===== src/rtl/pdm_packet_unpack_if.sv =====
// rtl/pdm_packet_unpack_if.sv - byte input and frame output bundle for pdm_packet_unpack
interface pdm_packet_unpack_if #(
  parameter int ERR_BITS = 8
);
  logic [7:0]          rx_byte;
  logic                rx_valid;
  logic [4:0]          frame_ch0;
  logic [4:0]          frame_ch1;
  logic [4:0]          frame_ch2;
  logic [4:0]          frame_ch3;
  logic                frame_valid;
  logic                frame_error;
  logic [ERR_BITS-1:0] err_count;
  logic                in_sync;

  modport master (
    output rx_byte, rx_valid,
    input  frame_ch0, frame_ch1, frame_ch2, frame_ch3,
    input  frame_valid, frame_error, err_count, in_sync
  );

  modport slave (
    input  rx_byte, rx_valid,
    output frame_ch0, frame_ch1, frame_ch2, frame_ch3,
    output frame_valid, frame_error, err_count, in_sync
  );
endinterface


===== src/rtl/pdm_packet_unpack.sv =====
// rtl/pdm_packet_unpack.sv - tagged 4-byte PDM frame decoder with resync and idle timeout
module pdm_packet_unpack #(
  parameter int TIMEOUT_CYCLES = 4800,
  parameter int ERR_BITS       = 8
) (
  input  logic              clk,
  input  logic              rst_n,
  pdm_packet_unpack_if.slave bus
);
  localparam int IDLE_W = $clog2(TIMEOUT_CYCLES + 1);
  localparam logic [IDLE_W-1:0]   IDLE_LAST = IDLE_W'(TIMEOUT_CYCLES - 1);
  localparam logic [ERR_BITS-1:0] ERR_MAX   = '1;

  typedef enum logic {HUNT, COLLECT} state_t;

  state_t              r_state;
  logic [1:0]          r_exp;
  logic [IDLE_W-1:0]   r_idle;
  logic [4:0]          r_stage [4];
  logic [4:0]          r_ch    [4];
  logic                r_frame_valid;
  logic                r_frame_error;
  logic [ERR_BITS-1:0] r_err_count;
  logic                r_in_sync;

  logic [2:0]          w_tag;
  logic [4:0]          w_sample;
  logic                w_tag_match;
  logic [ERR_BITS-1:0] w_err_next;

  assign w_tag       = bus.rx_byte[7:5];
  assign w_sample    = bus.rx_byte[4:0];
  assign w_tag_match = (w_tag == {1'b0, r_exp});
  assign w_err_next  = (r_err_count == ERR_MAX) ? r_err_count : r_err_count + ERR_BITS'(1);

  always_ff @(posedge clk or negedge rst_n) begin
    if (!rst_n) begin
      r_state       <= HUNT;
      r_exp         <= 2'd0;
      r_idle        <= '0;
      r_frame_valid <= 1'b0;
      r_frame_error <= 1'b0;
      r_err_count   <= '0;
      r_in_sync     <= 1'b0;
      for (int i = 0; i < 4; i++) begin
        r_stage[i] <= 5'd0;
        r_ch[i]    <= 5'd0;
      end
    end else begin
      r_frame_valid <= 1'b0;
      r_frame_error <= 1'b0;
      case (r_state)
        HUNT: begin
          r_idle <= '0;
          if (bus.rx_valid && w_tag == 3'd3) begin
            r_stage[3] <= w_sample;
            r_exp      <= 2'd2;
            r_state    <= COLLECT;
          end
        end
        COLLECT: begin
          if (bus.rx_valid) begin
            r_idle <= '0;
            if (w_tag_match) begin
              r_stage[r_exp] <= w_sample;
              if (r_exp == 2'd0) begin
                // tag-0 sample goes straight to the output; its staging copy is not yet visible
                r_ch[0]       <= w_sample;
                r_ch[1]       <= r_stage[1];
                r_ch[2]       <= r_stage[2];
                r_ch[3]       <= r_stage[3];
                r_frame_valid <= 1'b1;
                r_in_sync     <= 1'b1;
                r_state       <= HUNT;
              end else begin
                r_exp <= r_exp - 2'd1;
              end
            end else begin
              r_frame_error <= 1'b1;
              r_err_count   <= w_err_next;
              r_in_sync     <= 1'b0;
              if (w_tag == 3'd3) begin
                r_stage[3] <= w_sample;
                r_exp      <= 2'd2;
              end else begin
                r_state <= HUNT;
              end
            end
          end else if (r_idle == IDLE_LAST) begin
            r_frame_error <= 1'b1;
            r_err_count   <= w_err_next;
            r_in_sync     <= 1'b0;
            r_idle        <= '0;
            r_state       <= HUNT;
          end else begin
            r_idle <= r_idle + IDLE_W'(1);
          end
        end
        default: r_state <= HUNT;
      endcase
    end
  end

  assign bus.frame_ch0   = r_ch[0];
  assign bus.frame_ch1   = r_ch[1];
  assign bus.frame_ch2   = r_ch[2];
  assign bus.frame_ch3   = r_ch[3];
  assign bus.frame_valid = r_frame_valid;
  assign bus.frame_error = r_frame_error;
  assign bus.err_count   = r_err_count;
  assign bus.in_sync     = r_in_sync;
endmodule

===== src/flat_wrapper.sv =====
// flat-port wrapper written by rule: the top's interface ports become plain ports
module pdm_packet_unpack_flat 
#(
  parameter int TIMEOUT_CYCLES = 4800,
  parameter int ERR_BITS       = 8
)
  (clk, rst_n, bus_rx_byte, bus_rx_valid, bus_frame_ch0, bus_frame_ch1, bus_frame_ch2, bus_frame_ch3, bus_frame_valid, bus_frame_error, bus_err_count, bus_in_sync);
  pdm_packet_unpack_if #(.ERR_BITS(ERR_BITS)) bus_i ();
  input  logic clk;
  input  logic rst_n;
  input wire logic [$bits(bus_i.rx_byte)-1:0] bus_rx_byte;
  input wire logic [$bits(bus_i.rx_valid)-1:0] bus_rx_valid;
  output wire logic [$bits(bus_i.frame_ch0)-1:0] bus_frame_ch0;
  output wire logic [$bits(bus_i.frame_ch1)-1:0] bus_frame_ch1;
  output wire logic [$bits(bus_i.frame_ch2)-1:0] bus_frame_ch2;
  output wire logic [$bits(bus_i.frame_ch3)-1:0] bus_frame_ch3;
  output wire logic [$bits(bus_i.frame_valid)-1:0] bus_frame_valid;
  output wire logic [$bits(bus_i.frame_error)-1:0] bus_frame_error;
  output wire logic [$bits(bus_i.err_count)-1:0] bus_err_count;
  output wire logic [$bits(bus_i.in_sync)-1:0] bus_in_sync;
  assign bus_i.rx_byte = bus_rx_byte;
  assign bus_i.rx_valid = bus_rx_valid;
  assign bus_frame_ch0 = bus_i.frame_ch0;
  assign bus_frame_ch1 = bus_i.frame_ch1;
  assign bus_frame_ch2 = bus_i.frame_ch2;
  assign bus_frame_ch3 = bus_i.frame_ch3;
  assign bus_frame_valid = bus_i.frame_valid;
  assign bus_frame_error = bus_i.frame_error;
  assign bus_err_count = bus_i.err_count;
  assign bus_in_sync = bus_i.in_sync;
  pdm_packet_unpack #(.TIMEOUT_CYCLES(TIMEOUT_CYCLES), .ERR_BITS(ERR_BITS)) u_core (.clk(clk), .rst_n(rst_n), .bus(bus_i));
endmodule

===== config.mk =====
export PLATFORM = sky130hd
export DESIGN_NAME = pdm_packet_unpack_flat
export DESIGN_NICKNAME = d
export VERILOG_FILES = /design/src/rtl/pdm_packet_unpack_if.sv /design/src/rtl/pdm_packet_unpack.sv /design/src/flat_wrapper.sv
export SDC_FILE = /design/constraint.sdc
export NUM_CORES = 1
export LEC_CHECK = 0
export CORE_ASPECT_RATIO = 0.9
export CORE_MARGIN = 3
export CORE_UTILIZATION = 35
export CTS_BUF_LIST = sky130_fd_sc_hd__clkbuf_8
export CTS_CLUSTER_SIZE = 30
export DETAILED_ROUTE_END_ITERATION = 8
export PLACE_DENSITY = 0.68
export RECOVER_POWER = 50
export SETUP_SLACK_MARGIN = 0.5
export SLEW_MARGIN = 25
export SYNTH_ARGS = -nofsm -noshare
export SYNTH_HDL_FRONTEND = slang
export SYNTH_SLANG_ARGS = --single-unit
export TNS_END_PERCENT = 100

===== constraint.sdc =====
create_clock -name clk -period 3.21 [get_ports clk]
set_clock_uncertainty 0.2 [all_clocks]
set_input_delay 0.642 -clock clk [delete_from_list [all_inputs] [get_ports clk]]
set_output_delay 0.642 -clock clk [all_outputs]
set_load 0.005 [all_outputs]

* Word-level counts from Yosys, hierarchy flattened *
Index checks and enable logic that the tools add are counted.

storage, ports and cells
  flip-flop bits (word level) = 67
  bits of input ports = 11
  output and inout port bits = 31
  word-level logic and storage cells = 82

operators by class
  $add $sub $neg = 3
  $lt $le $gt $ge = 2
  equality and inequality tests = 10
  muxes and demuxes = 40
  bitwise logic cells = 2
  reductions and logical operators = 10

operators with widths
  cell                     number
  $mux W8                  4
  $mux W13                 2
  $pmux W13 S2             1
  $mux W5                  5
  $bwmux W20               1
  $mux W1                  18
  $add A13 B1 Y13 const B  1
  $eq A13 B13 Y1 const B   1
  $reduce_and A3 Y1        4
  $demux W5 S2             1
  $mux W2                  5
  $pmux W5 S2              1
  $ne A3 B3 Y1 const B     3
  $add A8 B1 Y8 const B    1
  $eq A8 B8 Y1 const B     1
  $reduce_and A4 Y1        2
  $ne A2 B2 Y1 const B     2
  $pmux W2 S2              1
  $eq A3 B2 Y1             1
  $eq A3 B2 Y1 const B     1
  $ge A3 B3 Y1 const B     1
  $lt A3 B1 Y1 const B     1
  $not A2 Y3               1
  $logic_and A1 B1 Y1      2
  other kinds (6)          6

* Logic depth before layout (Yosys ltp) *
Gate-level depths: netlist of the first run.

  depth after elaboration = 9
  depth in mapped cells = 7
  gate-level depth less buffers = 5

* Worst setup path after synthesis of the first run *
No wires, ideal clock.

  path kind = input-to-reg
  from = in bus_rx_byte[5]
  to = reg u_core.r_err_count[1] (netlist: u_core.bus.err_count[1])
  library setup time = 0.125 ns
  arrival = 1.769 ns
  required time = 2.885 ns
  path slack = 1.116 ns
  cell stages on the path = 5
  path buffers = 1
  path through = xor2_1 -> nor4_4 -> buf_6 -> nor3_1 -> mux2_2

between the ends
  cells in the longest elaborated chain, start to end = 3

ends and longest elaborated chain
  item                                RTL line                 RTL
  start: declaration                  flat_wrapper.sv:11       input wire logic [$bits(bus_i.rx_byte)-1:0] bus_rx_byte;
  $eq A3 B2 Y1                        pdm_packet_unpack.sv:33  assign w_tag_match = (w_tag == {1'b0, r_exp});
  $ne A2 B2 Y1 (no source line)       n/a
  $reduce_and A3 Y1 (no source line)  n/a
  end signal: assignment              pdm_packet_unpack.sv:80  r_err_count <= w_err_next;
  end signal: assignment              pdm_packet_unpack.sv:91  r_err_count <= w_err_next;
  end: declaration                    pdm_packet_unpack.sv:23  logic [ERR_BITS-1:0] r_err_count;

No other way between the ends.
A chain may end at the register's enable or synchronous reset.

* Final worst setup path of the first run *
Same ends and word-level chain as after synthesis.

==> flow_metrics.env, run 1 <==
export IMPL_synth_ff_type="sky130_fd_sc_hd__dfrtp_1"
export IMPL_cts_buffers=9
export IMPL_dp_hpwl_um=3560
export IMPL_drv_cap=0
export IMPL_worstSetupStartpointType="input pin"
export IMPL_worstPathCellList="clkdlybuf4s50_1 -> xor2_1 -> nor4_4 -> buf_4 -> nor3_1 -> mux2_2"
export IMPL_maxSlewHeadroom=0.508
export IMPL_core_area_um2=7620
export IMPL_placed_area_um2=3300
export IMPL_largest_family_of_logic_cells_by_synthesized_area="multiplexers"
export IMPL_setup_viol_count_final=0
export IMPL_share_of_total_power_consumed_by_net_switching=0.251
export IMPL_synth_fp_nets=228
export IMPL_post_synth_top_count_cell="sky130_fd_sc_hd__dfrtp_1"
export IMPL_setup_worst_path_end_class="register"
export IMPL_floorplan_initialDensity=0.365
export IMPL_power_w=0.00184
export IMPL_vias_per_cell=4.85
export IMPL_drt_wirelength_per_cell_um=13.9
export IMPL_synthCells=211
export IMPL_synth_compound_area_share=0.0247
export IMPL_startpoint_of_the_worst_slack_reg_to_reg_timing_path="u_core.r_idle[0]$_DFF_PN0_"
export IMPL_floorplan_rows=30
export IMPL_adder_cell_fraction_of_synth_area=0.0270
export IMPL_yosys_mux_area_fraction=0.161
export IMPL_worst_path_max_delay_cell="sky130_fd_sc_hd__clkdlybuf4s50_1"
export IMPL_synth_edf_count=0
export IMPL_cp_num_buf_inv=2
export IMPL_synthesis_yosys_warnings=0
export IMPL_worstSkewPairLatency_ns=0.33
export IMPL_cellPowerDensity_nw_per_um2=526
export IMPL_cts_buffer_depth=2
export IMPL_count_of_unique_library_cells_instantiated_by_yosys=40
export IMPL_holdWs_ns=0.286
export IMPL_grt_first_pass_wirelength_um=8890
export IMPL_detail_route_drc_violations=0
export IMPL_worst_path_dominant_cell_family="buffers and inverters"
export IMPL_worst_path_largest_cell_delay_ns=0.51
export IMPL_post_cts_resized=0
export IMPL_flow_area_growth_from_synthesis_pct=25.5
export IMPL_timing_critical_path_arrival_ns=2.50
export IMPL_clockPowerShare=0.357
export IMPL_holdCritPathClass="register to register"
export IMPL_synth_common_cells="sky130_fd_sc_hd__dfrtp_1, sky130_fd_sc_hd__mux2_2, sky130_fd_sc_hd__xor2_1"
export IMPL_antenna_found_initial=0
export IMPL_setup_tns_final_ns=0
export IMPL_antenna_cells_inserted=0
export IMPL_finalWorstPathRequiredPeriod_ns=2.48
export IMPL_timing_hold_worst_path_depth=1
export IMPL_cp_depth=6
export IMPL_nets=279
export IMPL_floorplan_die_area_um2=9060
export IMPL_layout_worst_path_cycle_share=0.773
export IMPL_slew_violations=0
export IMPL_cts_tree="built"
export IMPL_ys_seq_area_frac=0.558
export IMPL_combinationalPowerShare=0.140
export IMPL_post_synthesis_share_of_cell_area_spent_on_and_or_nand_and_nor_gates=0.148
export IMPL_asyncSetResetFlopFracSynth=1.00
export IMPL_clock_sinks=62
export IMPL_fillerInstances=723
export IMPL_postRouteAntennaNets=0
export IMPL_netlist_top_cell_by_area="sky130_fd_sc_hd__dfrtp_1"
export IMPL_portBuffers=41
export IMPL_total_of_flip_flops_plus_latches_after_synthesis=62
export IMPL_wl_um=5030
export IMPL_initialDrtViolationCount=66
export IMPL_min_delay_start="u_core.bus.frame_ch0[2]$_DFFE_PN0P_"
export IMPL_grt_pass1_vias=1857
export IMPL_timing_final_hold_violations=0
export IMPL_num_vias=1754
export IMPL_pwr_share_seq=0.503
export IMPL_clock_transition_time_at_the_flip_flop_clock_pins_of_the_worst_setup_and_hold_paths_ns=0.06
export IMPL_max_freq_ghz=0.403
export IMPL_tightest_slew_ns=0.739
export IMPL_outcome="finished, final reports clean"
export IMPL_grt_setup_unrepaired="no"
export IMPL_grtUsageTotal=0.124
export IMPL_post_synth_main_area_contributors="sky130_fd_sc_hd__dfrtp_1, sky130_fd_sc_hd__mux2_2, sky130_fd_sc_hd__xor2_1"
export IMPL_cell_internal_pwr_w=0.00138
export IMPL_cts_root_buffer_cell="sky130_fd_sc_hd__clkbuf_8"
export IMPL_power_static_leakage_nw=1.64
export IMPL_htree_levels=3
export IMPL_num_io_pins=42
export IMPL_xor_and_xnor_fraction_of_the_mapped_netlist_area=0.0567
export IMPL_final_seq_area_um2=1550
export IMPL_die_x_um=100
export IMPL_fp_dieH_um=90.6
export IMPL_routabilityCongestion=0.767
export IMPL_worstRegToRegCells=5
export IMPL_cp_class="input pin to register"
export IMPL_detailedRoute_firstPassIterationCount=4
export IMPL_vdd_drop_max_mv=0.256
export IMPL_overflow=0
export IMPL_layout_cells_sized_above_1=0.241
export IMPL_finish_instance_area_um2=3490
export IMPL_worst_path_max_fanout=11
export IMPL_required_ns=3.23
export IMPL_ff2ff_setup_slack_ns=0.98
export IMPL_synth_cell_area_um2=2780
export IMPL_multiInputGateArea_um2=1160
export IMPL_p_sw_w=0.000462
export IMPL_avgSynthCellArea_um2=13.2
export IMPL_pin_count_of_the_biggest_net_entering_global_routing=28
export IMPL_cp_startpoint="bus_rx_byte[5]"
export IMPL_synth_top_area_frac=0.558
-- timing repair --
item                                   CTS  global route
endpoints found under the hold margin   12             0
hold buffers                             1             0
buffers inserted                         0             0
-- metrics by stage --
stage | utilization | setup WS (ns) | std cells
6_report | 0.458 | 0.730 | 362
5_1_grt | 0.458 | 0.632 | 362
4_1_cts | 0.459 | 0.747 | 362
3_5_place_dp | 0.433 | 0.383 | 346
3_3_place_gp | 0.433 | 0.483 | 346
2_1_floorplan | - | 1.12 | 211
-- path summary, 6_finish.rpt --
path	endpoint
setup / recovery	u_core.bus.err_count[1]$_DFFE_PN0P_
hold / removal	u_core.bus.frame_ch0[2]$_DFFE_PN0P_
setup reg to reg	u_core.r_state$_DFF_PN0_
hold reg to reg	u_core.bus.frame_ch0[2]$_DFFE_PN0P_
max in group asynchronous	u_core.bus.err_count[5]$_DFFE_PN0P_
min in group asynchronous	u_core.r_stage[11]$_DFFE_PN0P_
-- registers in the layout (all words and copies together) (netlist names) --
name,cells
u_core.r_stage,15
u_core.r_idle,13
u_core.bus.err_count,8
u_core.bus.frame_ch0,5
u_core.bus.frame_ch1,5
u_core.bus.frame_ch2,5
u_core.bus.frame_ch3,5
u_core.r_exp,2
u_core.bus.frame_error,1
u_core.bus.frame_valid,1
u_core.bus.in_sync,1
u_core.r_state,1
-- worst reg2reg max path: cells and delay by family (launching register included) --
kind                     cells  cell delay, ns
AO/OA/AOI/OAI                2            0.64
AND/OR/NAND/NOR              2            0.63
flip-flops                   1            0.41
adder cells (fa/ha/maj)      1            0.27
-- power by group through the flow --
stage	registers [W]	clock network [W]	logic (W)
floorplan	0.000924	0	0.000133
global placement	0.000938	0	0.000255
detailed placement	0.000940	0	0.000264
CTS	0.000925	0.000682	0.000266
global route	0.000936	0.000714	0.000289
finish	0.000924	0.000656	0.000258
-- area by class of cell --
| type | instances | share of cell area |
|---|---|---|
| Tap cell | 96 | 0.0344 |
| Multi-Input combinational cell | 137 | 0.333 |
| Clock inverter | 5 | 0.0147 |
| Clock buffer | 10 | 0.0394 |
| Sequential cell | 62 | 0.444 |
| Inverter | 5 | 0.00537 |
| Timing Repair Buffer | 47 | 0.129 |
-- metal layers --
metal,up-vias,track usage,share of wire
met5,-,0,0
met4,0,0.0505,0.016
met3,7,0.0378,0.033
met2,24,0.189,0.47
met1,876,0.164,0.48
li1,847,-,-
-- cells by family after synthesis --
kind of cell    after synthesis
mux                          40
buf+inv                      12
xor+xnor                     18
compound gates                7
flops                        62
simple gates                 66
fa+ha+maj                     6
-- placed cells by master (no fill, tap or decap), types with 6 or more instances in the layout --
master,count
sky130_fd_sc_hd__ha_1,6
sky130_fd_sc_hd__dfrtp_1,62
sky130_fd_sc_hd__nor2_1,13
sky130_fd_sc_hd__nand4_1,6
sky130_fd_sc_hd__nand3_1,9
sky130_fd_sc_hd__clkbuf_8,10
sky130_fd_sc_hd__inv_1,6
sky130_fd_sc_hd__dlygate4sd3_1,15
sky130_fd_sc_hd__clkdlybuf4s50_1,26
sky130_fd_sc_hd__xor2_1,17
sky130_fd_sc_hd__nand2_1,8
sky130_fd_sc_hd__mux2_2,35
Power figures use the tool's default switching activity.
==> run 2: changes to the inputs <==
--- a/config.mk
+++ b/config.mk
@@ -11,7 +11,7 @@
 export CTS_BUF_LIST = sky130_fd_sc_hd__clkbuf_8
 export CTS_CLUSTER_SIZE = 30
 export DETAILED_ROUTE_END_ITERATION = 8
-export PLACE_DENSITY = 0.68
+export PLACE_DENSITY = 0.7
 export RECOVER_POWER = 50
 export SETUP_SLACK_MARGIN = 0.5
 export SLEW_MARGIN = 25
==> constraint.sdc (replaced) <==
create_clock -name clk -period 2 [get_ports clk]
set_clock_uncertainty 0.2 [all_clocks]
set_input_delay 0.4 -clock clk [delete_from_list [all_inputs] [get_ports clk]]
set_output_delay 0.4 -clock clk [all_outputs]
set_load 0.005 [all_outputs]
==> flow_metrics.env, run 2 (synthesized netlist as in run 1, its figures left out) <==
export IMPL_vias_per_cell=4.86
export IMPL_drv_cap=0
export IMPL_largest_reg_flops=15
export IMPL_floorplan_initialDensity=0.365
export IMPL_cts_buffers=9
export IMPL_setup_tns_final_ns=0
export IMPL_cellPowerDensity_nw_per_um2=752
export IMPL_setup_viol_count_final=0
export IMPL_placedCellCount=368
export IMPL_final_cell_mix="sky130_fd_sc_hd__dfrtp_1, sky130_fd_sc_hd__buf_4, sky130_fd_sc_hd__buf_2, sky130_fd_sc_hd__mux2_2, sky130_fd_sc_hd__mux2_4"
export IMPL_setup_worst_path_end_class="register"
export IMPL_timing_final_hold_violations=0
export IMPL_overflow=0
export IMPL_slew_violations=0
export IMPL_worst_path_max_fanout=6
export IMPL_detailedRoute_firstPassIterationCount=4
export IMPL_die_x_um=100
export IMPL_layout_commonest_cell="sky130_fd_sc_hd__dfrtp_1"
export IMPL_num_vias=1977
export IMPL_core_area_um2=7620
export IMPL_grt_pass1_vias=2031
export IMPL_cts_root_buffer_cell="sky130_fd_sc_hd__clkbuf_8"
export IMPL_antenna_found_initial=0
export IMPL_layout_cells_sized_above_1=0.566
export IMPL_grt_setup_unrepaired="yes"
export IMPL_postRouteAntennaNets=0
export IMPL_floorplan_die_area_um2=9060
export IMPL_power_w=0.00309
export IMPL_num_io_pins=42
export IMPL_holdWs_ns=0.305
export IMPL_pin_count_of_the_biggest_net_entering_global_routing=63
export IMPL_nets=323
export IMPL_dp_hpwl_um=3890
export IMPL_worst_path_max_delay_cell="sky130_fd_sc_hd__dfrtp_2"
export IMPL_portBuffers=41
export IMPL_antenna_cells_inserted=0
export IMPL_initialDrtViolationCount=70
export IMPL_detail_route_drc_violations=0
export IMPL_required_ns=2.01
export IMPL_clock_transition_time_at_the_flip_flop_clock_pins_of_the_worst_setup_and_hold_paths_ns=0.07
export IMPL_finalWorstPathRequiredPeriod_ns=1.95
export IMPL_worst_path_dominant_cell_family="simple AND/OR/NAND/NOR gates"
export IMPL_cp_num_buf_inv=0
export IMPL_worstSkewPairLatency_ns=0.33
export IMPL_power_static_leakage_nw=1.98
export IMPL_fp_dieH_um=90.6
export IMPL_clock_sinks=62
export IMPL_flow_area_growth_from_synthesis_pct=47.5
export IMPL_grtUsageTotal=0.140
export IMPL_floorplan_rows=30
export IMPL_worstPathCellList="nor4b_4 -> a41oi_4 -> nor4_2 -> mux2_2"
export IMPL_timing_critical_path_arrival_ns=1.96
export IMPL_tightest_slew_ns=0.832
export IMPL_max_freq_ghz=0.512
export IMPL_worstSetupStartpointType="register"
export IMPL_final_core_util=0.539
export IMPL_worst_path_largest_cell_delay_ns=0.42
export IMPL_grt_first_pass_wirelength_um=10100
export IMPL_vdd_drop_max_mv=0.463
export IMPL_maxSlewHeadroom=0.446
export IMPL_holdCritPathClass="register to register"
export IMPL_cts_tree="built"
export IMPL_wl_um=6240
export IMPL_drt_wirelength_per_cell_um=15.3
export IMPL_final_instance_count_excl_fill=407
export IMPL_htree_levels=3
export IMPL_cp_class="register to register"
export IMPL_routabilityCongestion=0.790
export IMPL_cts_buffer_depth=2
export IMPL_layout_worst_path_cycle_share=0.976
export IMPL_outcome="finished, final reports clean"
export IMPL_max_flop_register="u_core.r_stage"
-- run 2: cell types whose count changed in the layout (fill, tap and decap cells not counted), sizes merged --
cell,previous run,this run
buf,4,72
clkdlybuf4s50,26,5
dlygate4sd3,15,1
clkbuf,12,19
dlygate4sd2,0,4
clkinv,2,4
bufinv,1,0
-- run 2: area by class of cell --
class,instances,area [µm²]
multi-input cells,137,1510
well taps,96,120
clock buffers,10,138
fillers,630,3520
clock inverters,6,30.0
flip-flops and latches,62,1550
repair buffers,91,728
inverters,5,26.3
-- run 2: worst paths after layout --
check,from,endpoint,slack (ns),depth (start not counted)
max,u_core.r_idle[6]$_DFF_PN0_,u_core.bus.err_count[7]$_DFFE_PN0P_,0.05,4
min,u_core.bus.frame_ch1[4]$_DFFE_PN0P_,u_core.bus.frame_ch1[4]$_DFFE_PN0P_,0.31,1
max reg2reg,u_core.r_idle[6]$_DFF_PN0_,u_core.bus.err_count[7]$_DFFE_PN0P_,0.05,4
min reg2reg,u_core.bus.frame_ch1[4]$_DFFE_PN0P_,u_core.bus.frame_ch1[4]$_DFFE_PN0P_,0.31,1
max in group asynchronous,rst_n,u_core.r_idle[6]$_DFF_PN0_,0.39,3
min in group asynchronous,rst_n,u_core.bus.frame_ch0[1]$_DFFE_PN0P_,0.61,3
-- run 2: timing repair --
action,in CTS,in global routing
endpoints found under the hold margin,62,0
gates resized for setup,157,44
cloned,2,1
hold buffers,1,0
setup buffers,15,4
setup endpoints to repair,93,67
pin swaps,15,9
-- run 2: through the flow --
stage,cell area (µm²),setup slack (ns)
after floorplan,2900,0.118
after global placement,3600,-0.399
after detailed placement,3600,-0.423
after CTS,3900,0.0436
after global routing,4100,-0.0216
final,4100,0.0484
-- run 2: routing by layer --
metal / vias to the layer above / GRT usage / routed length [µm]
met2: 27 / 0.226 / 3120
met3: 4 / 0.0440 / 214
met5: - / 0 / 0
met4: 0 / 0.0337 / 42
li1: 935 / - / -
met1: 1011 / 0.183 / 2860
-- run 2: where the power goes --
part / switching (W) / internal, W / total (W)
registers: 0.0000828 / 0.00138 / 0.00146
logic: 0.000315 / 0.000388 / 0.000703
clock network: 0.000456 / 0.000467 / 0.000923
==> run 3: changes to the inputs <==
--- a/config.mk
+++ b/config.mk
@@ -18,4 +18,3 @@
 export SYNTH_ARGS = -nofsm -noshare
 export SYNTH_HDL_FRONTEND = slang
 export SYNTH_SLANG_ARGS = --single-unit
-export TNS_END_PERCENT = 100
==> results of run 3 <==
The final DEF is identical to that of run 2; final timing and power are the same.
